<file path="config.mk">
export PLATFORM = sky130hd
export DESIGN_NAME = input_ram_ctrl
export DESIGN_NICKNAME = d
export VERILOG_FILES = /design/src/rtl/input_ram_ctrl_pkg.sv /design/src/rtl/input_byte_unpacker.sv /design/src/rtl/input_ram_ctrl.sv
export SDC_FILE = /design/constraint.sdc
export NUM_CORES = 1
export LEC_CHECK = 0
export BUFFER_PORTS_ARGS = -buffer_cell sky130_fd_sc_hd__buf_2
export CORE_MARGIN = 5
export CORE_UTILIZATION = 52
export CTS_CLUSTER_DIAMETER = 30
export DETAILED_ROUTE_END_ITERATION = 12
export GPL_TIMING_DRIVEN = 0
export PLACE_DENSITY_LB_ADDON = 0.2
export SLEW_MARGIN = 20
export SYNTH_ARGS = -nofsm -noshare
export SYNTH_HDL_FRONTEND = slang
export SYNTH_SLANG_ARGS = --single-unit
</file>
<file path="constraint.sdc">
create_clock -name clk -period 2.42 [get_ports clk]
set_input_delay 0.605 -clock clk [delete_from_list [all_inputs] [get_ports clk]]
set_output_delay 0.605 -clock clk [all_outputs]
set_load 0.02 [all_outputs]
</file>
<file path="src/rtl/input_ram_ctrl_pkg.sv">
// Shared types and defaults for the input-sample RAM controller.
package input_ram_ctrl_pkg;

  localparam int ADDR_WIDTH_DEF = 10;
  localparam int NUM_INPUTS_DEF = 784;
  localparam int BYTE_W         = 8;
  localparam int BYTE_CNT_W     = $clog2(BYTE_W);

  typedef enum logic [2:0] {
    ST_IDLE  = 3'd0,
    ST_LOAD  = 3'd1,
    ST_PRIME = 3'd2,
    ST_SCAN  = 3'd3,
    ST_DONE  = 3'd4
  } state_e;

endpackage

</file>
<file path="src/rtl/input_byte_unpacker.sv">
// Byte-to-bit serializer: accepts a byte on a valid/ready link and presents
// it LSB first as a bit/valid pair, one bit per bit_take.
module input_byte_unpacker
  import input_ram_ctrl_pkg::*;
(
  input  logic              clk,
  input  logic              rst,
  input  logic              clr,
  input  logic              en,
  input  logic [BYTE_W-1:0] in_byte,
  input  logic              in_valid,
  output logic              in_ready,
  output logic              bit_out,
  output logic              bit_vld,
  input  logic              bit_take
);

  logic [BYTE_W-1:0]     shreg_q, shreg_d;
  logic [BYTE_CNT_W-1:0] cnt_q, cnt_d;   // bits left after the current one
  logic                  vld_q, vld_d;

  // A new byte may land while the last bit of the previous one is consumed,
  // which keeps a held in_valid bubble-free.
  assign in_ready = en && (!vld_q || (bit_take && cnt_q == '0));
  assign bit_out  = shreg_q[0];
  assign bit_vld  = vld_q;

  // Next-state: shift on take, reload on accept, flush on clr.
  always_comb begin
    shreg_d = shreg_q;
    cnt_d   = cnt_q;
    vld_d   = vld_q;
    if (bit_take) begin
      shreg_d = shreg_q >> 1;
      if (cnt_q == '0) vld_d = 1'b0;
      else             cnt_d = cnt_q - 1'b1;
    end
    if (in_valid && in_ready) begin
      shreg_d = in_byte;
      cnt_d   = BYTE_CNT_W'(BYTE_W - 1);
      vld_d   = 1'b1;
    end
    if (clr) begin
      vld_d = 1'b0;
      cnt_d = '0;
    end
  end

  // State registers.
  always_ff @(posedge clk or posedge rst) begin
    if (rst) begin
      shreg_q <= '0;
      cnt_q   <= '0;
      vld_q   <= 1'b0;
    end else begin
      shreg_q <= shreg_d;
      cnt_q   <= cnt_d;
      vld_q   <= vld_d;
    end
  end

endmodule

</file>
<file path="src/rtl/input_ram_ctrl.sv">
// Owner of the 1-bit input-sample RAM: sequences host byte loads into it and
// streams it out to the first neuron layer, hiding the RAM read latency.
module input_ram_ctrl
  import input_ram_ctrl_pkg::*;
#(
  parameter int ADDR_WIDTH = ADDR_WIDTH_DEF,
  parameter int NUM_INPUTS = NUM_INPUTS_DEF
) (
  input  logic                  clk,
  input  logic                  rst,
  input  logic                  load_start,
  input  logic                  start,
  input  logic                  abort,
  input  logic [BYTE_W-1:0]     in_byte,
  input  logic                  in_valid,
  output logic                  in_ready,
  output logic                  out_bit,
  output logic                  out_valid,
  output logic                  out_last,
  input  logic                  out_ready,
  output logic                  busy,
  output logic                  done,
  output logic [ADDR_WIDTH-1:0] ram_addr,
  output logic                  ram_we,
  output logic                  ram_data,
  input  logic                  ram_q
);

  // One extra bit so a full-depth sample count does not wrap.
  localparam int            CW       = ADDR_WIDTH + 1;
  localparam logic [CW-1:0] N_CNT    = CW'(NUM_INPUTS);
  localparam logic [CW-1:0] LAST_IDX = CW'(NUM_INPUTS - 1);

  state_e        state_q, state_d;
  logic [CW-1:0] wr_idx_q, wr_idx_d;
  logic [CW-1:0] rd_idx_q, rd_idx_d;
  logic          busy_q, busy_d;
  logic          done_q, done_d;

  logic unp_en, unp_clr, bit_out, bit_vld;
  logic fire;

  // Only accept a byte whose first bit still falls inside the sample, so a
  // loader holding in_valid high is not charged for a byte that is dropped.
  assign unp_en  = (state_q == ST_LOAD) && !abort && ((wr_idx_q + CW'(ram_we)) < N_CNT);
  assign unp_clr = (state_q != ST_LOAD) || abort;

  input_byte_unpacker u_unpacker (
    .clk      (clk),
    .rst      (rst),
    .clr      (unp_clr),
    .en       (unp_en),
    .in_byte  (in_byte),
    .in_valid (in_valid),
    .in_ready (in_ready),
    .bit_out  (bit_out),
    .bit_vld  (bit_vld),
    .bit_take (ram_we)
  );

  assign ram_we    = (state_q == ST_LOAD) && bit_vld && !abort;
  assign ram_data  = ram_we && bit_out;
  assign out_valid = (state_q == ST_SCAN);
  assign out_last  = out_valid && (rd_idx_q == LAST_IDX);
  assign out_bit   = ram_q;
  assign fire      = out_valid && out_ready;
  assign busy      = busy_q;
  assign done      = done_q;

  // RAM address: write pointer in LOAD, look-ahead read pointer in SCAN so
  // ram_q already holds the next bit when the current one is accepted.
  always_comb begin
    case (state_q)
      ST_LOAD: ram_addr = wr_idx_q[ADDR_WIDTH-1:0];
      ST_SCAN: ram_addr = rd_idx_q[ADDR_WIDTH-1:0] + ADDR_WIDTH'(fire);
      default: ram_addr = '0;
    endcase
  end

  // Sequencer next-state; abort overrides everything.
  always_comb begin
    state_d  = state_q;
    wr_idx_d = wr_idx_q;
    rd_idx_d = rd_idx_q;
    case (state_q)
      ST_IDLE: begin
        if (load_start) begin
          state_d  = ST_LOAD;
          wr_idx_d = '0;
        end else if (start) begin
          state_d = ST_PRIME;
        end
      end
      ST_LOAD: begin
        if (ram_we) begin
          wr_idx_d = wr_idx_q + 1'b1;
          if (wr_idx_d == N_CNT) state_d = ST_DONE;
        end
      end
      ST_PRIME: begin
        state_d  = ST_SCAN;
        rd_idx_d = '0;
      end
      ST_SCAN: begin
        if (fire) begin
          rd_idx_d = rd_idx_q + 1'b1;
          if (out_last) state_d = ST_DONE;
        end
      end
      ST_DONE: state_d = ST_IDLE;
      default: state_d = ST_IDLE;
    endcase
    if (abort) state_d = ST_IDLE;
    busy_d = (state_d != ST_IDLE);
    done_d = (state_d == ST_DONE);
  end

  // Sequencer state and registered status outputs.
  always_ff @(posedge clk or posedge rst) begin
    if (rst) begin
      state_q  <= ST_IDLE;
      wr_idx_q <= '0;
      rd_idx_q <= '0;
      busy_q   <= 1'b0;
      done_q   <= 1'b0;
    end else begin
      state_q  <= state_d;
      wr_idx_q <= wr_idx_d;
      rd_idx_q <= rd_idx_d;
      busy_q   <= busy_d;
      done_q   <= done_d;
    end
  end

endmodule
</file>
==> results of run 1 <==
-- per-stage QoR --
| step | setup WS [ps] | setup TNS [ps] | power, W |
|---|---|---|---|
| after floorplan | -77.4 | -170 | 0.000978 |
| after CTS | -318 | -2160 | 0.00173 |
| after global placement | -527 | -5470 | 0.00103 |
| final | -308 | -2490 | 0.00172 |
| after global routing | -432 | -4360 | 0.00180 |
| after detailed placement | -516 | -5340 | 0.00105 |
-- critical path, cell delays in order, from the launching register on --
cell	delay, ps
dfrtp_1	390
clkbuf_8	140
nor2b_4	130
nand3_4	100
inv_4	80
ha_4	120
and3_4	170
and3_4	200
nand3_2	80
xor2_1	160
o21ai_2	120
buf_6	130
-- worst paths after layout --
check	start	end	slack [ps]	depth (start not counted)
max in group asynchronous	rst	state_q[1]$_DFF_PP0_	1760	3
hold reg to reg	u_unpacker.cnt_q[1]$_DFFE_PP0P_	u_unpacker.cnt_q[1]$_DFFE_PP0P_	500	1
setup reg to reg	state_q[2]$_DFF_PP0_	u_unpacker.shreg_q[1]$_DFFE_PP0P_	-50	10
setup / recovery	state_q[2]$_DFF_PP0_	ram_addr[7]	-310	11
hold / removal	rst	rd_idx_q[3]$_DFFE_PP0P_	210	2
min in group clk	u_unpacker.cnt_q[1]$_DFFE_PP0P_	u_unpacker.cnt_q[1]$_DFFE_PP0P_	500	1
-- state kept, by name, summed over array words and instances, names as in the netlist --
register / cells
done: 1
u_unpacker.cnt_q: 3
u_unpacker.bit_vld: 1
wr_idx_q: 11
busy: 1
rd_idx_q: 11
u_unpacker.shreg_q: 8
state_q: 3
-- power breakdown --
part	internal, W	total, W	switching, W
Combinational	0.000165	0.000310	0.000144
Clock	0.000412	0.000644	0.000232
Sequential	0.000720	0.000763	0.0000429
-- cells in the final DEF (no fill, tap or decap), types with 7 or more instances in the layout --
| master | n |
|---|---|
| mux2_4 | 7 |
| nor2_1 | 12 |
| buf_2 | 22 |
| dfrtp_1 | 35 |
| o21ai_0 | 16 |
| nand3_1 | 13 |
| o21ai_1 | 7 |
| nand2_1 | 56 |
| buf_4 | 34 |
| buf_6 | 8 |
| xor2_1 | 12 |
| inv_1 | 9 |
-- per-layer routing --
metal,up-vias,wire (um)
li1,1142,-
met2,76,2950
met3,5,349
met4,0,37
met1,1135,2840
met5,-,0
-- cell type report --
cell class                      instances  area, um^2  area share
Buffer                                 10        75.1      0.0231
Clock inverter                          2        60.1      0.0184
Clock buffer                            6        72.6      0.0223
Multi-Input combinational cell        222        1520       0.466
Sequential cell                        39         981       0.301
Timing Repair Buffer                   60         433       0.133
Inverter                               12        48.8      0.0150
Tap cell                               54        67.6      0.0208
-- cell families (layout without fill, tap and decap cells) --
logic type	after synthesis	after routing
AOI/OAI and AO/OA	56	56
xor gates and xnor gates	18	18
adders and majority gates	6	6
buffers and inverters	27	90
DFF	39	39
muxes	8	8
and+or+nand+nor	134	134
-- repair_timing --
action	4_1_cts	5_1_grt
setup buffers	22	4
gates resized for setup	35	18
pin swaps	9	7
cloned	0	1
setup endpoints to repair	22	24
==> key figures, run 1 <==
Outcome
  • Outcome: complete, but fails checks
  • Failing checks: setup timing

Synth
  • Synth warn: 0
  • Syn Area/Cell: about 8.6 um^2
  • Largest family of logic cells by synthesized area: simple AND/OR/NAND/NOR gates
  • Yosys reg bits: 39
  • Mapped Area: between 0.002 and 0.0025 mm^2
  • Compound-Gate Fraction of Synth Area: 0.149
  • Post-synthesis cell type count: 49
  • Yosys top cell area share: 0.395
  • EDFF count, synth: 0
  • Seq/Total Area, Yosys: 0.395
  • Top FF cell, synth: dfrtp_1
  • Synth Net Count: 310
  • Most instantiated cells after synthesis: nand2_1, dfrtp_1, o21ai_0
  • Top-count cell post-synth: nand2_1
  • Mux contribution to synthesized area: 0.0466
  • Post-synthesis simple-gate area fraction: 0.266
  • Cells after Synth: approximately 290
  • Synth Area in Adders: 0.0304
  • Biggest area consumer among synthesized cells: dfrtp_1
  • Ys async rst share: 1.00
  • Top cells by area, synth: dfrtp_1, nand2_1, o21ai_0
  • XOR/XNOR Fraction of Synth Area: 0.0638

Run
  • Max Cap Viol: 0

CTS
  • Clock buffer depth: 2
  • CTS H-tree lvls: 2
  • Hold_buf cts: 0
  • CTS tree: done
  • Clk_lat worst skew: between 200 and 300 ps
  • TritonCTS Buffers: 5
  • Clk sinks: 39
  • Clk slew on worst S/H paths: ~80 ps
  • CTS root buffer: clkbuf_8

Timing
  • Tmin final: 2730 ps
  • Setup violators final: 20
  • Final Worst Setup Slack: -308 ps
  • Tcrit/Tclk final: 1.13
  • Worst Max-Slew Pin Slew: 672 ps
  • Max Slew Vio Count: 0
  • RSZ-0062 raised after global routing: yes
  • Fmax: about 370 MHz
  • Slew headroom: 0.550
  • Min Hold Slack: 212 ps
  • Final Hold Viols: 0
  • Final Skew: 8.08 ps

Hold path
  • Hold WC Path Type: in2async

GRT
  • Vias in the first global route: between 2,000 and 2,500
  • Initial antenna violation count: 0
  • Largest net degree at the start of global routing: 33
  • GR Layer Usage met2: 0.330
  • Met1 GRT Util: 0.289
  • First-pass GRT wire length: roughly 10,000 um
  • Met3 GRT Util: 0.0374
  • GRT Overall Usage: 0.204
  • Gr busiest metal: met2
  • Overflow after GRT: 0

Route
  • Pre-Repair DR Iteration Count: 5
  • DRT antenna net count: 0
  • Total wire length: roughly 6000 um
  • Routed len/inst: 15.2 um
  • Via-to-Cell Ratio: 5.82
  • Post-route DRC violation count: 0
  • Starting DRT DRC Count: ~220
  • Via count: between 2,000 and 2,500

Floorplan
  • I/O Pins: 34
  • Initial Util: 0.530
  • Die H: 79.0 um
  • Die footprint: 0.00623 mm^2
  • Die Span X: approximately 79 um
  • Core Rows: 25
  • Std-Cell Core Area: roughly 0.0047 mm^2

Layout
  • Post-Layout Cell Count: 405
  • Share of cells above drive strength 1: 0.342
  • Area grow syn2layout: 31.7%
  • Final Cell Area: ~0.0033 mm^2
  • Antenna Cells: 0
  • Post-layout nets: 372
  • Layout Utilization: 0.699
  • Layout filler cell count: about 360

Power
  • LEAKAGE: around 1.5 nW
  • Peak supply drop: roughly 400 uV
  • Power per cell area: 527 mW/mm^2

Worst setup path
  • Worst Path Arrival: 2120 ps
  • Critical Path Sink Type: output port
  • Critical path fanouts, max: 3
  • Startpoint types: flop
  • WS Path Type: reg2out
  • WP data required: approximately 1800 ps

Placement
  • HPWL after DPL: ~4100 um
  • Inst Count DP: 375
  • Placed cell areas: ~0.0028 mm^2
  • RePlAce Congestion: about 0.84
  • # port buffers: 32
Power figures use the tool's default switching activity.
==> inputs of run 2 (changes only) <==
--- a/config.mk
+++ b/config.mk
@@ -11,6 +11,7 @@
 export CTS_CLUSTER_DIAMETER = 30
 export DETAILED_ROUTE_END_ITERATION = 12
 export GPL_TIMING_DRIVEN = 0
+export MAX_ROUTING_LAYER = met4
 export PLACE_DENSITY_LB_ADDON = 0.2
 export SLEW_MARGIN = 20
 export SYNTH_ARGS = -nofsm -noshare
==> key figures, run 2 (synthesis results as in run 1) <==
Power
  • Flop pwr share: 0.443 (-0.002)
  • Clock network fraction of total power: 0.377 (+0.002)
  • Peak supply drop: 399 uV (about the same)
  • LEAKAGE: 1.50 nW (unchanged)
  • Power per cell area: 528 mW/mm^2 (+0.19%)
  • Switching power: 0.000422 W (+0.79%)
  • Sw Share: 0.246 (+0.00145)
  • Overall Power: 0.00172 W (+0.19%)
  • Internal: 0.00130 W (about the same)
  • Comb pwr share: 0.180 (about the same)

Route
  • Via count: 2,337 (-0.89%)
  • Routed len/inst: 15.4 um (+0.92%)
  • Starting DRT DRC Count: 224 (+1.4%)
  • Post-route DRC violation count: 0 (unchanged)
  • DRT antenna net count: 0 (unchanged)
  • Via-to-Cell Ratio: 5.77 (-0.89%)
  • Pre-Repair DR Iteration Count: 5 (unchanged)
  • Total wire length: 6230 um (+0.92%)

Timing
  • RSZ-0062 raised after global routing: yes
  • Min Hold Slack: 207 ps (-4.89 ps)
  • Final Worst Setup Slack: -309 ps (-1.30 ps)
  • Slew headroom: 0.544 (-0.00571)
  • Final Skew: 8.62 ps (+0.543 ps)
  • Tcrit/Tclk final: 1.13 (about the same)
  • Setup violators final: 20 (unchanged)
  • Tmin final: 2730 ps (+1.30 ps)
  • Max Slew Vio Count: 0 (unchanged)
  • Final Hold Viols: 0 (unchanged)
  • Fmax: 366 MHz (about the same)
  • Worst Max-Slew Pin Slew: 681 ps (+8.53 ps)

Layout
  • Post-layout nets: 372 (unchanged)
  • Largest regs: rd_idx_q (11), wr_idx_q (11), u_unpacker.shreg_q (8)
  • Area grow syn2layout: 31.7% (unchanged)
  • Most frequent cells in the layout: nand2_1, dfrtp_1, buf_4
  • Share of cells above drive strength 1: 0.342 (unchanged)
  • Final Cell Area: 0.00326 mm^2 (unchanged)
  • Multi-input gate area: 0.00152 mm^2 (unchanged)
  • Commonest non-fill, non-tap cell in the layout: nand2_1
  • FF+latch area: 981 um^2 (unchanged)
  • Layout Utilization: 0.699 (unchanged)
  • Layout filler cell count: 356 (unchanged)
  • Antenna Cells: 0 (unchanged)

CTS
  • CTS H-tree lvls: 2 (unchanged)
  • Clk sinks: 39 (unchanged)
  • Clk_lat worst skew: 290 ps (about the same)
  • Clock buffer depth: 2 (unchanged)
  • Hold_buf cts: 0 (unchanged)
  • TritonCTS Buffers: 5 (unchanged)
  • Clk slew on worst S/H paths: 80 ps (about the same)
  • CTS tree: done
  • CTS root buffer: clkbuf_8

Worst setup path
  • Cell family with most CP delay: simple AND/OR/NAND/NOR gates
  • WP data required: 1810 ps (about the same)
  • Register-to-register setup slack: -60 ps (about the same)
  • Startpoint types: flop
  • CP bufs+invs: 3 (unchanged)
  • Crit Reg-Reg Endpoint: u_unpacker.shreg_q[1]$_DFFE_PP0P_
  • Worst Path Arrival: 2120 ps (about the same)
  • Worst-path cell chain: clkbuf_8, nor2b_4, nand3_4, inv_4, ha_4, and3_4, and3_4, nand3_2, xor2_1, o21ai_2, buf_6
  • WS Path Type: reg2out
  • Critical Path Sink Type: output port
  • Critical path fanouts, max: 3 (unchanged)
  • Most used cell, CP: and3_4
  • Worst R2R Start: state_q[2]$_DFF_PP0_
  • CP max stage delay: 390 ps (about the same)
  • Register-to-Register Path Depth: 10 (unchanged)
  • CP startpoint: state_q[2]$_DFF_PP0_
  • Slowest cell on the critical path: dfrtp_1

Floorplan
  • Die footprint: 0.00623 mm^2 (unchanged)
  • Initial Util: 0.530 (unchanged)
  • I/O Pins: 34 (unchanged)
  • Die H: 79.0 um (unchanged)
  • Die Span X: 79.0 um (unchanged)
  • Std-Cell Core Area: 0.00466 mm^2 (unchanged)
  • Core Rows: 25 (unchanged)

Placement
  • HPWL after DPL: 4110 um (unchanged)
  • Placed cell areas: 0.00279 mm^2 (unchanged)
  • # port buffers: 32 (unchanged)
  • RePlAce Congestion: 0.855 (+1.6%)

GRT
  • GRT Overall Usage: 0.210 (+0.00559)
  • Vias in the first global route: 2,207 (+0.36%)
  • Initial antenna violation count: 0 (unchanged)
  • First-pass GRT wire length: 10,300 um (-0.14%)
  • Largest net degree at the start of global routing: 33 (unchanged)
  • Overflow after GRT: 0 (unchanged)

Run
  • Max Cap Viol: 0 (unchanged)

Hold path
  • Hold WC Path Type: in2async

Outcome
  • Outcome: complete, but fails checks
  • Failing checks: setup timing
[run 2: layout make-up]
cell class | count | share of cell area
inverter | 12 | 0.0150
multi-input combinational | 222 | 0.466
sequential | 39 | 0.301
clock buffer | 6 | 0.0223
buffer | 10 | 0.0231
timing repair buffer | 60 | 0.133
clock inverter | 2 | 0.0184
tap | 54 | 0.0208
[run 2: worst max path at each step]
| stage | endpoint | slack [ps] | cells after the start |
|---|---|---|---|
| after floorplan | ram_addr[7] | -80 | 10 |
| after global placement | in_ready | -530 | 7 |
| after detailed placement | in_ready | -520 | 7 |
| after CTS | in_ready | -320 | 7 |
| after global routing | ram_addr[7] | -430 | 11 |
| final | ram_addr[7] | -310 | 11 |
[run 2: power by group through the flow]
stage	registers, W	logic, W	clock network [W]
finish	0.000763	0.000309	0.000648
global route	0.000771	0.000342	0.000689
CTS	0.000759	0.000310	0.000657
detailed placement	0.000775	0.000275	0
global placement	0.000772	0.000261	0
floorplan	0.000766	0.000212	0
[run 2: what timing repair did]
item / in CTS / in global routing
hold endpoints to repair: 0 / 0
gates cloned: 0 / 1
setup buffers: 22 / 4
gates resized for setup: 35 / 18
pin swaps: 9 / 7
endpoints found under the setup margin: 22 / 24
[run 2: metrics by stage]
stage	worst slack [ps]	setup TNS [ps]	std cells
after floorplan	-77.4	-170	288
after global placement	-527	-5470	374
after detailed placement	-516	-5340	375
after CTS	-318	-2160	404
after global routing	-432	-4350	405
final	-309	-2540	405
[run 2: routing by layer]
metal | vias to the layer above | wire length (um) | track usage
met5 | - | 0 | -
met4 | 0 | 37 | 0.0412
met3 | 4 | 301 | 0.0363
met2 | 64 | 2990 | 0.331
met1 | 1128 | 2900 | 0.289
li1 | 1141 | - | -
